`src/rtl/load_queue_unit.sv`:
```
// load_queue_unit: load queue with store-buffer forwarding, in-order issue and retire,
// and out-of-order memory responses matched by tag.
module load_queue_unit #(
  parameter int DEPTH = 4,
  parameter logic [31:0] PRIV_START = 32'hFFFF_0000,
  parameter logic [31:0] PRIV_END = 32'hFFFF_FFFF,
  localparam int TAG_W = $clog2(DEPTH)
) (
  input  logic             clk_i,
  input  logic             rst_i,
  input  logic             privilege_i,
  input  logic             valid_i,
  output logic             ready_o,
  input  logic [31:0]      address_i,
  input  logic [1:0]       uop_i,
  input  logic             signed_i,
  input  logic             fwd_match_i,
  input  logic [31:0]      fwd_data_i,
  input  logic             buffer_empty_i,
  output logic             req_o,
  input  logic             req_ready_i,
  output logic [31:0]      req_addr_o,
  output logic [TAG_W-1:0] req_tag_o,
  input  logic             rsp_valid_i,
  input  logic [TAG_W-1:0] rsp_tag_i,
  input  logic [31:0]      rsp_data_i,
  output logic             data_valid_o,
  input  logic             data_ready_i,
  output logic [31:0]      data_o,
  output logic             misaligned_o,
  output logic             illegal_access_o,
  output logic             idle_o
);
  typedef enum logic [2:0] {S_FREE, S_WAIT, S_PEND, S_FLY, S_DONE} state_t;
  localparam logic [TAG_W:0] FULL = (TAG_W+1)'(DEPTH);
  state_t st [DEPTH];
  state_t st_n [DEPTH];
  logic [1:0] uop [DEPTH];
  logic [1:0] uop_n [DEPTH];
  logic [1:0] off [DEPTH];
  logic [1:0] off_n [DEPTH];
  logic sgn [DEPTH];
  logic sgn_n [DEPTH];
  logic mis [DEPTH];
  logic mis_n [DEPTH];
  logic ill [DEPTH];
  logic ill_n [DEPTH];
  logic [31:0] dat [DEPTH];
  logic [31:0] dat_n [DEPTH];
  logic [TAG_W-1:0] alloc, iss, ret, alloc_n, iss_n, ret_n;
  logic [TAG_W:0] count, count_n, pend, pend_n;
  logic acc, iss_go, ret_go, bad_mis, bad_ill;

  function automatic logic [31:0] slice(input logic [31:0] d, input logic [1:0] u, input logic s, input logic [1:0] o);
    logic [7:0] b;
    logic [15:0] h;
    b = d[{o, 3'b000} +: 8];
    h = o[1] ? d[31:16] : d[15:0];
    return u[1] ? d : u[0] ? {{16{s & h[15]}}, h} : {{24{s & b[7]}}, b};
  endfunction

  assign ready_o = count != FULL;
  assign idle_o = count == '0;

  // Pending entries keep their word address in the data field until the response overwrites it.
  always_comb begin
    acc = valid_i & ready_o;
    ret_go = data_valid_o & data_ready_i;
    iss_go = (req_o & req_ready_i) | (pend != '0 && st[iss] == S_DONE);
    bad_mis = uop_i[1] ? address_i[1:0] != 2'b00 : uop_i[0] & address_i[0];
    bad_ill = !privilege_i && {1'b0, address_i} >= {1'b0, PRIV_START} && {1'b0, address_i} <= {1'b0, PRIV_END};
    st_n = st;
    uop_n = uop;
    off_n = off;
    sgn_n = sgn;
    mis_n = mis;
    ill_n = ill;
    dat_n = dat;
    for (int i = 0; i < DEPTH; i++)
      if (st[i] == S_WAIT && buffer_empty_i) st_n[i] = S_PEND;
    if (req_o & req_ready_i) st_n[iss] = S_FLY;
    if (rsp_valid_i && st[rsp_tag_i] == S_FLY) begin
      st_n[rsp_tag_i] = S_DONE;
      dat_n[rsp_tag_i] = rsp_data_i;
    end
    if (ret_go) st_n[ret] = S_FREE;
    if (acc) begin
      st_n[alloc] = (bad_mis | bad_ill | fwd_match_i) ? S_DONE : uop_i[1] ? S_PEND : S_WAIT;
      dat_n[alloc] = (bad_mis | bad_ill) ? '0 : fwd_match_i ? fwd_data_i : {address_i[31:2], 2'b00};
      uop_n[alloc] = uop_i;
      off_n[alloc] = address_i[1:0];
      sgn_n[alloc] = signed_i;
      mis_n[alloc] = bad_mis;
      ill_n[alloc] = bad_ill;
    end
    alloc_n = alloc + TAG_W'(acc);
    iss_n = iss + TAG_W'(iss_go);
    ret_n = ret + TAG_W'(ret_go);
    count_n = count + (TAG_W+1)'(acc) - (TAG_W+1)'(ret_go);
    pend_n = pend + (TAG_W+1)'(acc) - (TAG_W+1)'(iss_go);
  end

  always_ff @(posedge clk_i) begin
    if (rst_i) begin
      for (int i = 0; i < DEPTH; i++) st[i] <= S_FREE;
      alloc <= '0;
      iss <= '0;
      ret <= '0;
      count <= '0;
      pend <= '0;
      req_o <= 1'b0;
      req_addr_o <= '0;
      req_tag_o <= '0;
      data_valid_o <= 1'b0;
      data_o <= '0;
      misaligned_o <= 1'b0;
      illegal_access_o <= 1'b0;
    end else begin
      st <= st_n;
      uop <= uop_n;
      off <= off_n;
      sgn <= sgn_n;
      mis <= mis_n;
      ill <= ill_n;
      dat <= dat_n;
      alloc <= alloc_n;
      iss <= iss_n;
      ret <= ret_n;
      count <= count_n;
      pend <= pend_n;
      req_o <= pend_n != '0 && st_n[iss_n] == S_PEND;
      req_addr_o <= dat_n[iss_n];
      req_tag_o <= iss_n;
      data_valid_o <= st_n[ret_n] == S_DONE;
      data_o <= slice(dat_n[ret_n], uop_n[ret_n], sgn_n[ret_n], off_n[ret_n]);
      misaligned_o <= mis_n[ret_n];
      illegal_access_o <= ill_n[ret_n];
    end
  end
endmodule

```
`config.mk`:
```
export PLATFORM = sky130hd
export DESIGN_NAME = load_queue_unit
export DESIGN_NICKNAME = d
export VERILOG_FILES = /design/src/rtl/load_queue_unit.sv
export SDC_FILE = /design/constraint.sdc
export NUM_CORES = 1
export LEC_CHECK = 0
export CAP_MARGIN = 0
export CORE_MARGIN = 4
export CORE_UTILIZATION = 31
export DETAILED_ROUTE_END_ITERATION = 10
export PLACE_DENSITY = 0.47
export SLEW_MARGIN = 20
export SYNTH_ARGS = -nofsm -noshare
export SYNTH_HDL_FRONTEND = slang
export SYNTH_SLANG_ARGS = --single-unit
```
`constraint.sdc`:
```
create_clock -name clk_i -period 12.5 [get_ports clk_i]
set_input_delay 1.25 -clock clk_i [delete_from_list [all_inputs] [get_ports clk_i]]
set_output_delay 1.25 -clock clk_i [all_outputs]
set_load 0.05 [all_outputs]
```
==> impl_summary.log <==
INFO  metric path_class = flip-flop to flip-flop
INFO  metric hold-worst-slack = 0.556 ns
INFO  metric clock_skew = between 0.015 and 0.02 ns
INFO  metric setup_viol = 0
INFO  metric worstMarginPinSlew = 1.09 ns
INFO  metric cts.repair_timing.setup_buffer_count = 0
INFO  metric min_delay_path_depth = 2
INFO  metric final_core_util = 38.6%
INFO  metric placementRows = 79
INFO  metric clockBufferDepth = 3
INFO  metric wl_per_cell = about 26 um
INFO  metric antenna_violating_nets_post_route = 0
INFO  metric max_cap_viol_count = 0
INFO  metric run_status = finished, final reports clean
INFO  metric detailedRoute.firstPassIterationCount = 5
INFO  metric fin_nets = about 1600
INFO  metric combined_global_route_utilization_of_all_metal_layers = between 20% and 30%
INFO  metric number_of_buffers_added_to_fix_hold_violations_after_cts = 0
INFO  metric finalWirelength = 54800 um
INFO  metric port_buffers = 181
INFO  metric design.portCount = 182
INFO  metric synthesis.yosys.warnings = 0
INFO  metric hold_viol_final = 0
INFO  metric power.density_cell_area = ~200 nW/um^2
INFO  metric startpoint_type = flip-flop
INFO  metric critical_path_peak_fanout = 24
INFO  metric synth-seq-cells = 248
INFO  metric gr-total-overflow = 0
INFO  metric synth-compound-area-share = between 15 and 20%
INFO  metric share_of_layout_cells_above_drive_strength_1 = 12.8%
INFO  metric post_synth_xor_area_fraction = 0.601%
INFO  metric synth-simple-area-share = 11.2%
INFO  metric yosys.area.top_type_share = a little under a third
INFO  metric crit_arrival = roughly 5.5 ns
INFO  metric globalplace.congestion = around 0.90
INFO  metric post_synth_main_area_contributors = sky130_fd_sc_hd__edfxtp_1 32%, sky130_fd_sc_hd__dfxtp_1 12%, sky130_fd_sc_hd__mux2i_1 10%
INFO  metric die_w = around 230 um
INFO  metric first_global_vias = between 10000 and 15000
INFO  metric cts_tree = yes
INFO  metric synth_top_cell_by_area = sky130_fd_sc_hd__edfxtp_1
INFO  metric r2r_cells = 10
INFO  metric async_reset_ff_share = 0%
INFO  metric grt_pass1_wl = roughly 80000 um
INFO  metric syn-num-nets = roughly 1500
INFO  metric synth_flop_cell = sky130_fd_sc_hd__edfxtp_1
INFO  metric fin_crit = just over 5 ns
INFO  metric synthToLayoutAreaGrowth = 22.2%
INFO  metric final_min_period_over_clock_period = 41.1%
INFO  metric drt-initial-drc-count = around 1100
INFO  metric cp.required = 12.89 ns
INFO  metric drv_slew = 0
INFO  metric synthMuxAreaShare = between 20% and 30%
INFO  metric cts-buffers-inserted = 30
INFO  metric holdCritPathClass = flip-flop to flip-flop
INFO  metric achievable-frequency = ~0.2 GHz
INFO  metric finalSetupTns = 0 ns
INFO  metric starting_density_of_the_core = 31.6%
INFO  metric clkTransAtPathRegs = ~0.06 ns
INFO  metric die-area = ~51000 um^2
INFO  metric num_vias = 12116
INFO  metric number_of_antenna_violations_at_the_first_check_in_global_routing = 1
INFO  metric yosys.area_share.adder = less than 1%
INFO  metric dieHeight = approximately 230 um
INFO  metric worstSkewPairLatency = 0.58 ns
INFO  metric postSynthAreaPerCell = roughly 11 um^2
INFO  metric crit_path_end_kind = flip-flop
INFO  metric cts.root.buffer_cell = sky130_fd_sc_hd__clkbuf_16
INFO  metric synth-edff-count = between 150 and 200
INFO  metric number_of_sinks_driven_by_the_clock_tree = 248
INFO  metric dpl_hpwl = approximately 38000 um
INFO  metric coreArea = roughly 47000 um^2
INFO  metric slew-limit-headroom = 27.1%
INFO  metric drt_drc_violations_left = 0
INFO  metric total_leakage_power = ~0.0065 uW
INFO  metric most_used_standard_cell_by_instance_count_after_synthesis = sky130_fd_sc_hd__edfxtp_1
INFO  metric post_synth_num_cell_types = between 80 and 90
INFO  metric grt_max_degree = 68
INFO  metric post_cts_resize_count = 0
INFO  metric synthCells = around 1300
INFO  metric ir_worst_vdd = 0.0000875 V
INFO  metric synth.cell_area = roughly 15000 um^2
INFO  metric synth_seq_area_share = 44.1%
INFO  metric synth_top_family_by_area = multiplexers
INFO  metric cts_max_level = 1
INFO  metric ys_top_cells_by_count = 156 x sky130_fd_sc_hd__edfxtp_1, 154 x sky130_fd_sc_hd__mux2i_1, 108 x sky130_fd_sc_hd__nor2_1, 92 x sky130_fd_sc_hd__dfxtp_1, 88 x sky130_fd_sc_hd__inv_1
INFO  metric rsz0062_at_grt = false
INFO  metric vias_per_cell = between 5 and 6
==> layout make-up <==
type                    count  area (um^2)
repair buffers            206         1990
fillers                  4637        28800
clock buffers              38          822
multi-input cells         914         7560
well taps                 607          759
flip-flops and latches    248         6530
diodes                      2         5.00
inverters                  90          343
clock inverters            18         72.6
==> registers in the layout, summed over array words and instances (netlist names), 4 cells and up <==
signal      cells
mis             4
st             12
data_o         32
ill             4
off             8
req_addr_o     32
uop             8
sgn             4
dat           128
==> final timing paths <==
kind	startpoint	end	slack (ns)
worst max register to register	count[1]	data_o[20]	7.37
worst min-delay path	off[4]	off[4]	0.56
worst min register to register	off[4]	off[4]	0.56
worst max-delay path	count[1]	data_o[20]	7.37
==> logic make-up (layout without fill, tap and decap cells) <==
family | count (synthesis) | after routing
other cells | 0 | 2
compound gates | 351 | 351
buf+inv | 185 | 352
mux | 230 | 230
simple gates | 316 | 316
flops | 248 | 248
fa+ha+maj | 9 | 9
xor+xnor | 8 | 8
==> routing by layer <==
metal | track usage [%] | share of wire (%) | vias up
li1 | - | - | 5510
met1 | 29.8 | 45 | 5996
met2 | 32.7 | 44 | 512
met3 | 3.79 | 7.0 | 98
met4 | 6.50 | 3.2 | 0
met5 | 0 | 0 | -
==> power by group <==
part	switching, uW	internal (uW)	leakage (uW)
clock	355	458	0.000440
combinational	1020	621	0.00378
sequential	87.6	1070	0.00230
==> cell usage in the layout (no fill, tap or decap), drive strengths merged, types with 38 or more instances in the layout <==
cell type	n
a21oi	86
nor2	110
o21ai	66
mux2i	154
o22a	40
dfxtp	92
mux4	54
edfxtp	156
nand2	47
inv	90
clkdlybuf4s50	179
clkbuf	38
==> metrics by stage <==
step	instance area (um^2)	cells	total power [uW]	setup slack (ns)
3_5_place_dp	17200	2065	2820	7.00
4_1_cts	18100	2121	3650	7.39
3_3_place_gp	17200	2065	2820	7.00
6_report	18100	2123	3610	7.37
5_1_grt	18100	2122	3800	7.05
2_1_floorplan	14800	1347	2260	6.22
==> critical path: stages (launching register included) <==
cell and delay [ns]:
sky130_fd_sc_hd__dfxtp_1 0.37, sky130_fd_sc_hd__nor3b_4 0.81, sky130_fd_sc_hd__inv_2 0.36, sky130_fd_sc_hd__nand2_1 0.62, sky130_fd_sc_hd__buf_4 0.44, sky130_fd_sc_hd__o21ai_1 0.28, sky130_fd_sc_hd__a211oi_4 0.57, sky130_fd_sc_hd__a22o_2 0.32
sky130_fd_sc_hd__nor3b_2 0.07, sky130_fd_sc_hd__o2111ai_2 0.86, sky130_fd_sc_hd__o21ai_0 0.20
No activity file was read; power rests on OpenSTA's default activity.
